$ cat config.mk
export PLATFORM = sky130hd
export DESIGN_NAME = lcd_bus_receiver
export DESIGN_NICKNAME = d
export VERILOG_FILES = /design/src/rtl/lcd_pkg.sv /design/src/rtl/lcd_bus_receiver_edge_sync.sv /design/src/rtl/lcd_bus_receiver.sv
export SDC_FILE = /design/constraint.sdc
export NUM_CORES = 1
export LEC_CHECK = 0
export ABC_AREA = 1
export CAP_MARGIN = 20
export CORE_MARGIN = 5
export CORE_UTILIZATION = 55
export CTS_BUF_LIST = sky130_fd_sc_hd__clkbuf_8
export CTS_CLUSTER_DIAMETER = 30
export DETAILED_ROUTE_END_ITERATION = 7
export PLACE_DENSITY_LB_ADDON = 0.15
export SLEW_MARGIN = 25
export SYNTH_ARGS = -nofsm -noshare
export SYNTH_HDL_FRONTEND = slang
export SYNTH_HIERARCHICAL = 1
export SYNTH_SLANG_ARGS = --single-unit
$ cat constraint.sdc
create_clock -name clk -period 6.8 [get_ports clk]
set_clock_uncertainty 0.05 [all_clocks]
set_input_delay 0.68 -clock clk [delete_from_list [all_inputs] [get_ports clk]]
set_output_delay 0.68 -clock clk [all_outputs]
set_load 0.02 [all_outputs]
$ cat src/rtl/lcd_pkg.sv
// Shared definitions for the LCD bus receiver: instruction classes, display
// geometry and the DDRAM address-counter wrap rules.
package lcd_pkg;

    localparam logic [6:0] LINE1_BASE = 7'h40;
    localparam int         NCELLS     = 32;

    localparam logic [7:0] OPC_SET_ADDR = 8'h80;
    localparam logic [7:0] OPC_CGRAM    = 8'h40;
    localparam logic [7:0] OPC_FUNC     = 8'h20;
    localparam logic [7:0] OPC_SHIFT    = 8'h10;
    localparam logic [7:0] OPC_DISP     = 8'h08;
    localparam logic [7:0] OPC_ENTRY    = 8'h04;
    localparam logic [7:0] OPC_HOME     = 8'h02;
    localparam logic [7:0] OPC_CLEAR    = 8'h01;

    typedef enum logic [2:0] {
        OP_NONE,
        OP_SET_ADDR,
        OP_DISP_CTRL,
        OP_ENTRY,
        OP_HOME,
        OP_CLEAR
    } op_e;

    // Highest set bit selects the class; CGRAM, function set and shift are no-ops here.
    function automatic op_e op_decode(input logic [7:0] d);
        if      (|(d & OPC_SET_ADDR)) return OP_SET_ADDR;
        else if (|(d & (OPC_CGRAM | OPC_FUNC | OPC_SHIFT))) return OP_NONE;
        else if (|(d & OPC_DISP))     return OP_DISP_CTRL;
        else if (|(d & OPC_ENTRY))    return OP_ENTRY;
        else if (|(d & OPC_HOME))     return OP_HOME;
        else if (|(d & OPC_CLEAR))    return OP_CLEAR;
        else                          return OP_NONE;
    endfunction

    function automatic logic in_window(input logic [6:0] a);
        return (a[5:4] == 2'b00);
    endfunction

    function automatic logic [6:0] addr_step(input logic [6:0] a, input logic inc);
        if (inc) begin
            if (a == 7'h0F)                  return LINE1_BASE;
            else if (a == LINE1_BASE + 7'hF) return 7'h00;
            else                             return a + 7'd1;
        end else begin
            if (a == LINE1_BASE)             return 7'h0F;
            else if (a == 7'h00)             return LINE1_BASE + 7'hF;
            else                             return a - 7'd1;
        end
    endfunction

endpackage

$ cat src/rtl/lcd_bus_receiver_edge_sync.sv
// Bus input staging and E falling-edge detection. Defining LCD_RX_SYNC_EN adds
// a two-flop synchronizer on all bus inputs for asynchronous pins.
module lcd_edge_sync (
    input  logic       clk,
    input  logic       rst,
    input  logic       lcd_e,
    input  logic       lcd_rs,
    input  logic       lcd_rw,
    input  logic [7:0] lcd_data,
    output logic       xfer_valid,
    output logic       xfer_rs,
    output logic       xfer_rw,
    output logic [7:0] xfer_data
);

    logic [10:0] bus_s;

`ifdef LCD_RX_SYNC_EN
    logic [10:0] meta_q, meta_d;
    logic [10:0] sync_q, sync_d;

    always_comb begin
        meta_d = {lcd_e, lcd_rs, lcd_rw, lcd_data};
        sync_d = meta_q;
    end

    always_ff @(posedge clk or negedge rst) begin
        if (!rst) begin
            meta_q <= '0;
            sync_q <= '0;
        end else begin
            meta_q <= meta_d;
            sync_q <= sync_d;
        end
    end

    assign bus_s = sync_q;
`else
    assign bus_s = {lcd_e, lcd_rs, lcd_rw, lcd_data};
`endif

    logic       e_q, e_d;
    logic       valid_q, valid_d;
    logic [9:0] hold_q, hold_d;

    // hold_q keeps rs/rw/data from the last cycle E was seen high.
    always_comb begin
        e_d     = bus_s[10];
        valid_d = e_q & ~bus_s[10];
        hold_d  = bus_s[10] ? bus_s[9:0] : hold_q;
    end

    always_ff @(posedge clk or negedge rst) begin
        if (!rst) begin
            e_q     <= 1'b0;
            valid_q <= 1'b0;
            hold_q  <= '0;
        end else begin
            e_q     <= e_d;
            valid_q <= valid_d;
            hold_q  <= hold_d;
        end
    end

    assign xfer_valid = valid_q;
    assign xfer_rs    = hold_q[9];
    assign xfer_rw    = hold_q[8];
    assign xfer_data  = hold_q[7:0];

endmodule

$ cat src/rtl/lcd_bus_receiver.sv
// HD44780-style write-bus receiver with a 2x16 character mirror and registered
// read port. Build option: LCD_RX_SYNC_EN (input synchronizers, see lcd_edge_sync).
module lcd_bus_receiver
    import lcd_pkg::*;
#(
    parameter int         BUSY_CYCLES = 40,
    parameter logic [7:0] BLANK_CHAR  = 8'h20
) (
    input  logic       clk,
    input  logic       rst,
    input  logic       lcd_e,
    input  logic       lcd_rs,
    input  logic       lcd_rw,
    input  logic [7:0] lcd_data,
    input  logic [4:0] rd_addr,
    output logic [7:0] rd_char,
    output logic [6:0] cur_addr,
    output logic       display_on,
    output logic       busy,
    output logic       wr_strobe,
    output logic       cmd_strobe,
    output logic       err
);

    localparam int CW = $clog2(BUSY_CYCLES + 1);

    logic       xfer_valid, xfer_rs, xfer_rw;
    logic [7:0] xfer_data;

    lcd_edge_sync u_edge (
        .clk        (clk),
        .rst        (rst),
        .lcd_e      (lcd_e),
        .lcd_rs     (lcd_rs),
        .lcd_rw     (lcd_rw),
        .lcd_data   (lcd_data),
        .xfer_valid (xfer_valid),
        .xfer_rs    (xfer_rs),
        .xfer_rw    (xfer_rw),
        .xfer_data  (xfer_data)
    );

    logic [7:0]    mem [NCELLS];
    logic          mem_we;
    logic [4:0]    mem_waddr;
    logic [7:0]    mem_wdata;

    logic [6:0]    cur_addr_q, cur_addr_d;
    logic          display_on_q, display_on_d;
    logic          dir_inc_q, dir_inc_d;
    logic          busy_q, busy_d;
    logic          wr_strobe_q, wr_strobe_d;
    logic          cmd_strobe_q, cmd_strobe_d;
    logic          err_q, err_d;
    logic          sweep_q, sweep_d;
    logic [4:0]    idx_q, idx_d;
    logic [CW-1:0] cnt_q, cnt_d;
    logic [7:0]    rd_char_q, rd_char_d;

    always_comb begin
        cur_addr_d   = cur_addr_q;
        display_on_d = display_on_q;
        dir_inc_d    = dir_inc_q;
        wr_strobe_d  = 1'b0;
        cmd_strobe_d = 1'b0;
        err_d        = 1'b0;
        sweep_d      = sweep_q;
        idx_d        = idx_q;
        cnt_d        = (cnt_q != '0) ? cnt_q - 1'b1 : '0;
        mem_we       = 1'b0;
        mem_waddr    = idx_q;
        mem_wdata    = BLANK_CHAR;
        rd_char_d    = mem[rd_addr];

        if (sweep_q) begin
            mem_we = 1'b1;
            if (idx_q == 5'(NCELLS - 1)) sweep_d = 1'b0;
            else                         idx_d   = idx_q + 5'd1;
        end

        // sweep_q is included so a transfer cannot land in the first post-reset cycle.
        if (xfer_valid) begin
            if (xfer_rw || busy_q || sweep_q) begin
                err_d = 1'b1;
            end else if (xfer_rs) begin
                if (in_window(cur_addr_q)) begin
                    mem_we    = 1'b1;
                    mem_waddr = {cur_addr_q[6], cur_addr_q[3:0]};
                    mem_wdata = xfer_data;
                end
                cur_addr_d  = addr_step(cur_addr_q, dir_inc_q);
                wr_strobe_d = 1'b1;
            end else begin
                cmd_strobe_d = 1'b1;
                case (op_decode(xfer_data))
                    OP_SET_ADDR:  cur_addr_d   = xfer_data[6:0];
                    OP_DISP_CTRL: display_on_d = xfer_data[2];
                    OP_ENTRY:     dir_inc_d    = xfer_data[1];
                    OP_HOME:      cur_addr_d   = 7'h00;
                    OP_CLEAR: begin
                        cur_addr_d = 7'h00;
                        dir_inc_d  = 1'b1;
                        sweep_d    = 1'b1;
                        idx_d      = 5'd0;
                        cnt_d      = CW'(BUSY_CYCLES);
                    end
                    default: ;
                endcase
            end
        end

        busy_d = sweep_d | (cnt_d != '0);
    end

    // Reset leaves sweep_q set so the mirror is blanked right after release.
    always_ff @(posedge clk or negedge rst) begin
        if (!rst) begin
            cur_addr_q   <= 7'h00;
            display_on_q <= 1'b0;
            dir_inc_q    <= 1'b1;
            busy_q       <= 1'b0;
            wr_strobe_q  <= 1'b0;
            cmd_strobe_q <= 1'b0;
            err_q        <= 1'b0;
            sweep_q      <= 1'b1;
            idx_q        <= 5'd0;
            cnt_q        <= '0;
            rd_char_q    <= 8'h00;
        end else begin
            cur_addr_q   <= cur_addr_d;
            display_on_q <= display_on_d;
            dir_inc_q    <= dir_inc_d;
            busy_q       <= busy_d;
            wr_strobe_q  <= wr_strobe_d;
            cmd_strobe_q <= cmd_strobe_d;
            err_q        <= err_d;
            sweep_q      <= sweep_d;
            idx_q        <= idx_d;
            cnt_q        <= cnt_d;
            rd_char_q    <= rd_char_d;
        end
    end

    always_ff @(posedge clk) begin
        if (mem_we) mem[mem_waddr] <= mem_wdata;
    end

    assign rd_char    = rd_char_q;
    assign cur_addr   = cur_addr_q;
    assign display_on = display_on_q;
    assign busy       = busy_q;
    assign wr_strobe  = wr_strobe_q;
    assign cmd_strobe = cmd_strobe_q;
    assign err        = err_q;

endmodule

==> results.md, run 1 <==
* CTS Buf Count at 58
* Antenna cells at 0
* Routed WL at between 30 and 40 mm
* Die Y-Extent at 163 µm
* Area Growth Syn to Fin at 14.6%
* Synth Register Bits at 301
* RR Endpoint: mem[8][1]
* Grt ovf at 0
* Gr busiest metal: met2
* RSZ-0062 raised after global routing: false
* Global-route wire length before repair at between 40 and 50 mm
* Kind of end point of the critical path: register
* Fill cell count at 1874
* FMAX at about 0.32 GHz
* Port buffer count at 37
* TritonRoute pass-1 iters at 5
* Clock-pin slew on the worst setup and hold paths at 60 ps
* Place WS at 3600 ps
* Worst-case clock buffer depth at 3
* Worst rel slew slack at 0.364
* Setup bufs post-CTS at 0
* Vias in the first global route at 8782
* Synth warn at 6
* Avg Inst Size Synth at slightly above 10 µm²
* # Max-Cap Violations at 0
* Total GRT Usage at 0.236
* Post_cts resized at 0
* Outcome: completed
* Worst Path Required at 6960 ps
* Post-synthesis cell type count at 28
* Buffers & Inverters on Critical Path at 2
* Antenna viol nets, final at 0
* # IOs at 38
* Endpoints failing setup at 0
* DRC at 0
* Delay-heaviest family, CP: simple AND/OR/NAND/NOR gates
* CP Data Arrival Time at 3270 ps
* Worst skew pair latency at 590 ps
* Die width at 163 µm
* Register area at 0.00882 mm²
* Most used cell along the critical path: nand2_1
* Netlist Area Pre-Place at 0.0129 mm²
* Period minus WS final at 3110 ps
* CP max FO at 11
* DR vias at 9089
* Most common cell after layout, fill and taps aside: nand2_1
* Initial antenna violation count at 0
* Max Slew Vio Count at 0
* Avg WL per Cell at approximately 18 µm
* Setup_tns at 0 ps
* CTS tree: done
* CP cell instances: inv_1 > nand4_4 > inv_2 > nand2_1 > nand2_1 > nand2_1 > nand3_2 > nor2_1
* Most frequent cells in the layout: nand2_1 (477), edfxtp_1 (256), nand3_1 (226), inv_1 (63), nor2_1 (63)
* Cell Count, Final, Fillers Out at 1671
* Cells after Synth at roughly 1300
* Syn_nets at 1276
* Tightest Pin Transition at 955 ps
* Hold Crit Class: in -> async
* Reg2Reg Setup Slack at between 3000 and 4000 ps
* LEAKAGE at 5.96 nW
* Layout cells sized above 1 at 0.0999
* Site row count at 56
* H-tree depth at 2
* Mean number of vias per cell at around 5.4
* Post-synthesis sequential area ratio at 0.682
* Worst R2R Path Depth at 8
* P per Cell Area at 308 mW/mm²
* Dpl hpwl at 18.0 mm
* Worst setup SP type: register
* Final worst setup slack at 3690 ps
* Met2 Track Usage GR at 0.373
* Met1 usage at 0.340
* Kind of critical path: reg -> reg
* Peak supply drop at 0.000256 V
* Initial DRC count at 998
* # hold bufs at CTS at 0
* Routability cong. at between 0.8 and 0.9
* Reg2reg start: sweep_q
* Crit path largest cell delay at 780 ps
* Final period util at 0.458
* Hold Violations, Final at 0
* CP max-delay cell: nor2_1
* Die area at 0.0267 mm²
* # clock sinks at 301
* Clock root buffer master: clkbuf_8
* Final net count at 1327
* Multi-input logic area at around 0.0037 mm²
* Pwr Total at 4.57 mW
* Met3 usage in global routing at 0.0401
* Total core area at 0.0233 mm²
* Initial Util at 0.554
* Dpl cells at 1563
* Pin count of the biggest net entering global routing at 89
==> worst reg2reg max path: stages (launching register included) <==
cell and delay (ps):
dfstp_2 550, inv_1 130, nand4_4 170, inv_2 60
nand2_1 420, nand2_1 120, nand2_1 150, nand3_2 290
nor2_1 780
==> cell usage after synthesis <==
cell type	n	area share
a21boi_0	1	0.00058
a21oi_1	8	0.0031
a31oi_1	1	0.00048
buf_1	11	0.0032
buf_2	17	0.0066
buf_6	2	0.0017
clkbuf_1	29	0.0084
dfrtp_1	43	0.083
dfstp_2	2	0.0041
edfxtp_1	256	0.59
ha_1	5	0.0048
inv_1	54	0.016
inv_2	4	0.0012
nand2_1	477	0.14
nand2_2	3	0.0015
nand3_1	226	0.088
nand3_2	4	0.0031
nand4_1	6	0.0029
nand4_4	1	0.0016
nor2_1	70	0.020
nor2_2	1	0.00048
nor2_4	1	0.00087
nor2_8	1	0.0015
nor3_1	2	0.00077
o21ai_0	20	0.0077
o21ai_2	5	0.0034
or2_2	1	0.00048
xor2_1	2	0.0014
==> worst max-delay path by stage <==
stage / startpoint / end / slack (ps) / cells after the start
CTS: sweep_q / mem[8][1] / 3690 / 8
finish: sweep_q / mem[8][1] / 3690 / 8
global placement: rd_addr[0] / rd_char[0] / 3020 / 11
detailed placement: rd_addr[0] / rd_char[0] / 3600 / 11
floorplan: busy / mem[0][6] / 4540 / 6
global route: sweep_q / mem[8][1] / 3500 / 8
==> through the flow <==
stage          hold slack (ps)  cell area, µm²  utilization
2_1_floorplan              334           12900            -
3_3_place_gp               391           13500        0.580
3_5_place_dp               397           13500        0.581
4_1_cts                    164           14800        0.635
5_1_grt                    180           14800        0.635
6_report                   148           14800        0.635
==> report_power, final <==
group	internal [mW]	switching (mW)
combinational	0.203	0.357
sequential	2.04	0.0713
clock	1.12	0.780
total	3.36	1.21
==> cells by family after synthesis <==
group | after synthesis | synth area share
adders and majority gates | 5 | 0.00484
xor gates and xnor gates | 2 | 0.00136
and+or+nand+nor | 793 | 0.260
DFF | 301 | 0.682
buffers and inverters | 117 | 0.0368
AOI/OAI and AO/OA | 35 | 0.0153
==> per-layer routing <==
layer | wire length (µm) | vias up
li1 | - | 4357
met1 | 13600 | 4332
met2 | 14400 | 332
met3 | 2120 | 68
met4 | 765 | 0
met5 | 0 | -
==> flip-flops by register name (all words and copies together) (netlist names) <==
register,flops
cnt_q,6
err,1
idx_q,5
sweep_q,1
mem,256
u_edge/xfer_valid,1
busy,1
u_edge/hold_q,10
cmd_strobe,1
u_edge/e_q,1
rd_char,8
cur_addr,7
wr_strobe,1
dir_inc_q,1
display_on,1
==> layout make-up <==
cell class	count	area share
Inverter	58	0.0152
Tap cell	319	0.0269
Timing Repair Buffer	50	0.0307
Clock inverter	46	0.0280
Multi-Input combinational cell	835	0.246
Sequential cell	301	0.595
Clock buffer	62	0.0576
(Power assumes the default switching activity.)
==> run 2: changes to the inputs <==
==> constraint.sdc (replaced) <==
create_clock -name clk -period 3.1 [get_ports clk]
set_clock_uncertainty 0.05 [all_clocks]
set_input_delay 0.31 -clock clk [delete_from_list [all_inputs] [get_ports clk]]
set_output_delay 0.31 -clock clk [all_outputs]
set_load 0.02 [all_outputs]
==> run 2 against run 1 <==
Cell count increased by 1.7%. First-iteration DRC count down 3.3%. Fmax grew 16%. Setup slack got worse by 3300 ps. Total power up 130%. Critical endpoint is now mem[17][7]. Largest cell class unchanged.
==> results.md, run 2 (same netlist as run 1, synthesis figures left out) <==
* Crit path largest cell delay at 630 ps (was 780 ps)
* CP max-delay cell: nor2_1 (unchanged)
* # clock sinks at 301 (unchanged)
* Sw frac at 0.250 (was 0.265)
* Reg with most FFs: mem (unchanged)
* Global-route wire length before repair at 48.8 mm (was 48.7 mm)
* Area Growth Syn to Fin at 18.0% (was 14.6%)
* Pin count of the biggest net entering global routing at 81 (was 89)
* Site row count at 56 (unchanged)
* Avg WL per Cell at 18.1 µm (was 18.4 µm)
* Setup_tns at 0 ps (unchanged)
* Post_cts resized at 0 (unchanged)
* Cell Count, Final, Fillers Out at 1700 (was 1671)
* Mean number of vias per cell at 5.34 (was 5.44)
* Port buffer count at 37 (unchanged)
* Worst Path Required at 3260 ps (was 6960 ps)
* CTS tree: done (unchanged)
* Routed WL at 30.8 mm (about the same)
* Most frequent cells in the layout: nand2_1 (477), edfxtp_1 (256), nand3_1 (226), nor2_1 (63), clkbuf_8 (62) (was nand2_1 (477), edfxtp_1 (256), nand3_1 (226), inv_1 (63), nor2_1 (63))
* FMAX at 0.372 GHz (was 0.321 GHz)
* Routability cong. at 0.857 (was 0.819)
* Period minus WS final at 2690 ps (was 3110 ps)
* Endpoints failing setup at 0 (unchanged)
* Vias in the first global route at 8869 (was 8782)
* Die Y-Extent at 163 µm (unchanged)
* Total core area at 0.0233 mm² (unchanged)
* Max Slew Vio Count at 0 (unchanged)
* Seq pwr share at 0.434 (was 0.461)
* Initial antenna violation count at 0 (unchanged)
* Layout cells sized above 1 at 0.122 (was 0.0999)
* CP Data Arrival Time at 2850 ps (was 3270 ps)
* Grt ovf at 0 (unchanged)
* Switching pwr at 2.66 mW (was 1.21 mW)
* Final period util at 0.867 (was 0.458)
* Dpl hpwl at 19.0 mm (was 18.0 mm)
* Clock power frac at 0.447 (was 0.416)
* Setup bufs post-CTS at 0 (unchanged)
* Dpl cells at 1593 (was 1563)
* Most common cell after layout, fill and taps aside: nand2_1 (unchanged)
* Internal at 7.96 mW (was 3.36 mW)
* Initial Util at 0.554 (unchanged)
* DRC at 0 (unchanged)
* Max reg flops at 256 (unchanged)
* Worst setup SP type: register (unchanged)
* H-tree depth at 2 (unchanged)
* # IOs at 38 (unchanged)
* Antenna viol nets, final at 0 (unchanged)
* Post-layout util at 0.653 (was 0.635)
* Final instance area at 0.0152 mm² (was 0.0148 mm²)
* Worst skew pair latency at 590 ps (about the same)
* CP cell instances: nand4_4 > nor2_8 > nand2_1 > o21ai_0 > nand3_2 > nor2_1 (was inv_1 > nand4_4 > inv_2 > nand2_1 > nand2_1 > nand2_1 > nand3_2 > nor2_1)
* Peak supply drop at 0.000441 V (was 0.000256 V)
* RSZ-0062 raised after global routing: false (unchanged)
* DR vias at 9082 (was 9089)
* Placed cell area at 0.0138 mm² (was 0.0135 mm²)
* Kind of critical path: reg -> reg (unchanged)
* CP max FO at 18 (was 11)
* Initial DRC count at 965 (was 998)
* WHS at 221 ps (was 148 ps)
* LEAKAGE at 6.19 nW (was 5.96 nW)
* Final net count at 1356 (was 1327)
* Worst-case clock buffer depth at 3 (unchanged)
* Outcome: completed (unchanged)
* TritonRoute pass-1 iters at 5 (unchanged)
* Tightest Pin Transition at 783 ps (was 955 ps)
* Clock-pin slew on the worst setup and hold paths at 60 ps (about the same)
* Worst rel slew slack at 0.478 (was 0.364)
* Kind of end point of the critical path: register (unchanged)
* # hold bufs at CTS at 1 (was 0)
* CTS Buf Count at 56 (was 58)
* P per Cell Area at 697 mW/mm² (was 308 mW/mm²)
* Antenna cells at 0 (unchanged)
* Clock root buffer master: clkbuf_8 (unchanged)
* Gate power share at 0.118 (was 0.123)
* Total GRT Usage at 0.236 (about the same)
* Hold Crit Class: in -> reg (was in -> async)
* # Max-Cap Violations at 0 (unchanged)
* Fill cell count at 1850 (was 1874)
* Die area at 0.0267 mm² (unchanged)
* Die width at 163 µm (unchanged)
* Hold Violations, Final at 0 (unchanged)
run 2: metal layers:
| metal | GRT usage | routed length [µm] | vias up |
|---|---|---|---|
| met1 | 0.341 | 13500 | 4265 |
| met2 | 0.369 | 14400 | 354 |
| met5 | 0 | 0 | - |
| li1 | - | - | 4409 |
| met4 | 0.0728 | 670 | 0 |
| met3 | 0.0464 | 2320 | 54 |
run 2: worst paths after layout:
check	startpoint	end	slack, ps	depth (start not counted)
setup / recovery	u_edge/hold_q[9]	mem[17][7]	410	6
min in group asynchronous	rst	wr_strobe	230	2
max in group asynchronous	rst	rd_char[5]	2250	3
setup reg to reg	u_edge/hold_q[9]	mem[17][7]	410	6
hold reg to reg	u_edge/e_q	u_edge/xfer_valid	420	2
hold / removal	lcd_data[1]	u_edge/hold_q[1]	220	3
run 2: final cells by class:
cell class              count  area [µm²]  area share
inverters                  58         219      0.0144
multi-input cells         835        3650       0.239
clock inverters            44         591      0.0387
repair buffers             81         718      0.0471
well taps                 319         399      0.0262
flip-flops and latches    301        8820       0.578
clock buffers              62         853      0.0560
run 2: per-stage QoR:
stage	worst slack, ps	power (mW)
after detailed placement	444	5.94
after floorplan	843	5.53
after global placement	524	5.92
after CTS	442	10.7
after global routing	205	11.1
final	412	10.6
run 2: critical path, delay by kind of cell, from the launching register on:
kind            cells  cell delay [ps]
simple gates        5             1530
flops               1              580
compound gates      1              160
run 2: power by group through the flow:
| stage | combinational, mW | clock, mW | sequential, mW |
|---|---|---|---|
| 2_1_floorplan | 0.822 | 0 | 4.71 |
| 3_3_place_gp | 1.23 | 0 | 4.69 |
| 3_5_place_dp | 1.25 | 0 | 4.69 |
| 4_1_cts | 1.26 | 4.83 | 4.61 |
| 5_1_grt | 1.43 | 5.04 | 4.63 |
| 6_report | 1.25 | 4.75 | 4.61 |
==> run 3: changes to the inputs <==
--- a/config.mk
+++ b/config.mk
@@ -16,5 +16,4 @@
 export SLEW_MARGIN = 25
 export SYNTH_ARGS = -nofsm -noshare
 export SYNTH_HDL_FRONTEND = slang
-export SYNTH_HIERARCHICAL = 1
 export SYNTH_SLANG_ARGS = --single-unit
==> run 3 against run 2 <==
Critical path depth stayed put. Wire length is 3.3% higher. Hold slack better by 7.5 ps. Sequential power hardly changed. Sequential cell count stayed put. First-iteration DRC count is 4.6% lower. Register-to-register slack better by 110 ps. Largest power group is now sequential cells. Setup slack better by 110 ps. Non-clock buffer count is 10 higher. Core utilization is 0.32 points lower.
==> results.md, run 3 <==
* TritonRoute pass-1 iters at 5 (unchanged)
* Tightest Pin Transition at 1000 ps (was 783 ps)
* FMAX at 0.389 GHz (was 0.372 GHz)
* CTS Buf Count at 56 (unchanged)
* P per Cell Area at 665 mW/mm² (was 697 mW/mm²)
* Met2 routed WL at 14.9 mm (was 14.4 mm)
* Post-synthesis sequential area ratio at 0.684 (was 0.682)
* Ranking of synthesized cells by area: edfxtp_1 (60%), nand2_1 (12%), nand3_1 (8.8%), dfrtp_1 (8.3%), nor2_1 (2.0%) (was edfxtp_1 (59%), nand2_1 (14%), nand3_1 (8.8%), dfrtp_1 (8.3%), nor2_1 (2.0%))
* Post-synth top area share at 0.596 (was 0.595)
* # Max-Cap Violations at 0 (unchanged)
* Clock root buffer master: clkbuf_8 (unchanged)
* Worst setup SP type: register (unchanged)
* Port buffer count at 37 (unchanged)
* Ys async rst share at 0.150 (unchanged)
* LEAKAGE at 6.03 nW (was 6.19 nW)
* Worst Path Required at 3260 ps (about the same)
* Hold Crit Class: in -> async (was in -> reg)
* Initial Util at 0.554 (about the same)
* Setup_tns at 0 ps (unchanged)
* # clock sinks at 301 (unchanged)
* Most common cell after layout, fill and taps aside: nand2_1 (unchanged)
* Number of synthesized flops with an enable pin at 256 (unchanged)
* Reg2reg start: u_edge.hold_q[9] (was u_edge/hold_q[9])
* Mean number of vias per cell at 5.47 (was 5.34)
* Final net count at 1329 (was 1356)
* # IOs at 38 (unchanged)
* Setup bufs post-CTS at 0 (unchanged)
* Post-synthesis cell type count at 34 (was 28)
* Reg2Reg Setup Slack at 530 ps (was 410 ps)
* Die area at 0.0266 mm² (was 0.0267 mm²)
* Most frequent cells after synthesis: nand2_1 (404), edfxtp_1 (256), nand3_1 (226), nor2_1 (69), inv_1 (55) (was nand2_1 (477), edfxtp_1 (256), nand3_1 (226), nor2_1 (70), inv_1 (54))
* Grt ovf at 0 (unchanged)
* Worst R2R Path Depth at 6 (unchanged)
* CP Data Arrival Time at 2730 ps (was 2850 ps)
* Initial DRC count at 921 (was 965)
* Synth warn at 0 (was 6)
* Cells after Synth at 1214 (was 1253)
* RSZ-0062 raised after global routing: false (unchanged)
* Metal3 WL at 1.90 mm (was 2.32 mm)
* DRC at 0 (unchanged)
* Total core area at 0.0233 mm² (about the same)
* Wl on met1 at 14.1 mm (was 13.5 mm)
* Avg WL per Cell at 19.0 µm (was 18.1 µm)
* Uppermost layer routed: met4 (unchanged)
* Avg Inst Size Synth at 10.6 µm² (was 10.3 µm²)
* Initial antenna violation count at 0 (unchanged)
* Antenna viol nets, final at 0 (unchanged)
* CTS tree: done (unchanged)
* CP startpoint: u_edge.hold_q[9] (was u_edge/hold_q[9])
* Kind of end point of the critical path: register (unchanged)
* Top_reg_cell synth: edfxtp_1 (unchanged)
* DR vias at 9144 (was 9082)
* Max Slew Vio Count at 0 (unchanged)
* H-tree depth at 2 (unchanged)
* Pin count of the biggest net entering global routing at 129 (was 81)
* Register area at 0.00882 mm² (unchanged)
* Site row count at 56 (unchanged)
* Max reg flops at 256 (unchanged)
* Worst-case clock buffer depth at 3 (unchanged)
* CP max FO at 17 (was 18)
* Syn_nets at 1237 (was 1276)
* Antenna cells at 0 (unchanged)
* Total GRT Usage at 0.246 (was 0.236)
* Largest area contributor in the netlist: edfxtp_1 (unchanged)
* Dpl hpwl at 19.4 mm (was 19.0 mm)
* Fill cell count at 1907 (was 1850)
* Endpoints failing setup at 0 (unchanged)
* Most instantiated library cell after synthesis: nand2_1 (unchanged)
* Global-route wire length before repair at 50.5 mm (was 48.8 mm)
* Final period util at 0.830 (was 0.867)
* Most frequent cells in the layout: nand2_1 (404), edfxtp_1 (256), nand3_1 (226), inv_1 (65), nor2_1 (62) (was nand2_1 (477), edfxtp_1 (256), nand3_1 (226), nor2_1 (63), clkbuf_8 (62))
* Dpl cells at 1566 (was 1593)
* Area Growth Syn to Fin at 17.3% (was 18.0%)
* Worst rel slew slack at 0.329 (was 0.478)
* Multi-input logic area at 0.00361 mm² (was 0.00365 mm²)
* Clock-pin slew on the worst setup and hold paths at 60 ps (about the same)
* Die Y-Extent at 163 µm (about the same)
* Cell Count, Final, Fillers Out at 1672 (was 1700)
* Routed WL at 31.8 mm (was 30.8 mm)
* Period minus WS final at 2570 ps (was 2690 ps)
* Worst skew pair latency at 580 ps (was 590 ps)
* Crit path to: mem[7][3] (was mem[17][7])
* Peak supply drop at 0.000481 V (was 0.000441 V)
* Netlist Area Pre-Place at 0.0129 mm² (about the same)
* Vias in the first global route at 8939 (was 8869)
* Die width at 163 µm (about the same)
* Outcome: completed (unchanged)
* RR Endpoint: mem[7][3] (was mem[17][7])
* Kind of critical path: reg -> reg (unchanged)
* Hold Violations, Final at 0 (unchanged)
* Synth Register Bits at 301 (unchanged)
* Layout cells sized above 1 at 0.136 (was 0.122)
* Reg with most FFs: mem (unchanged)
* Routability cong. at 0.864 (was 0.857)
==> run 3: cell families (layout without fill, tap and decap cells) <==
| family | after synthesis | in the layout | share of synthesized area |
|---|---|---|---|
| compound gates | 51 | 51 | 0.0223 |
| xor+xnor | 3 | 3 | 0.00204 |
| fa+ha+maj | 5 | 5 | 0.00485 |
| buf+inv | 117 | 256 | 0.0373 |
| flops | 301 | 301 | 0.684 |
| mux | 1 | 1 | 0.000873 |
| simple gates | 736 | 736 | 0.249 |
==> run 3: stage by stage <==
step                area (µm²)  total power [mW]   util  hold slack (ps)  setup slack [ps]
floorplan                12900              5.48      -            -35.6               866
global placement         13800              5.88  0.595              293               607
detailed placement       13800              5.90  0.595              307               539
CTS                      15100              10.1  0.650              212               531
global route             15100              10.5  0.650              227               299
finish                   15100              10.1  0.650              229               527
==> run 3: how the worst min path moves through the flow <==
stage | start | slack, ps | to | cells past startpoint
6_report | rst | 230 | u_edge.hold_q[6] | 2
5_1_grt | lcd_data[5] | 230 | u_edge.hold_q[5] | 3
4_1_cts | lcd_data[5] | 210 | u_edge.hold_q[5] | 3
3_5_place_dp | rst | 310 | u_edge.hold_q[6] | 1
3_3_place_gp | rst | 290 | u_edge.hold_q[6] | 1
2_1_floorplan | rst | -40 | busy | 0
==> run 3: timing repair <==
action                                 4_1_cts  5_1_grt
setup endpoints to repair                    0        0
resized for setup                            0        0
endpoints found under the hold margin       22        0
hold buffers                                 1        0
==> run 3: final cells by class <==
| type | instances | area share |
|---|---|---|
| clock buffers | 59 | 0.0537 |
| inverters | 60 | 0.0150 |
| repair buffers | 91 | 0.0531 |
| multi-input cells | 796 | 0.239 |
| well taps | 319 | 0.0264 |
| clock inverters | 46 | 0.0302 |
| flip-flops and latches | 301 | 0.583 |
==> run 3: worst max-delay path: stages, from the launching register on <==
cell	delay [ps]
dfrtp_1	570
nand4_2	250
nor2_8	310
o21ai_2	170
inv_1	180
nand3_2	120
nor2_1	550
==> run 3: report_power, final <==
group,leakage (nW),switching (mW),internal [mW],total (mW)
clock,0.682,1.68,2.54,4.22
sequential,2.81,0.149,4.46,4.61
combinational,2.54,0.777,0.445,1.22
==> run 3: per-layer routing <==
metal,vias to the layer above,GRT usage
met3,62,0.0401
li1,4337,-
met2,306,0.382
met4,0,0.0831
met1,4439,0.359
met5,-,0
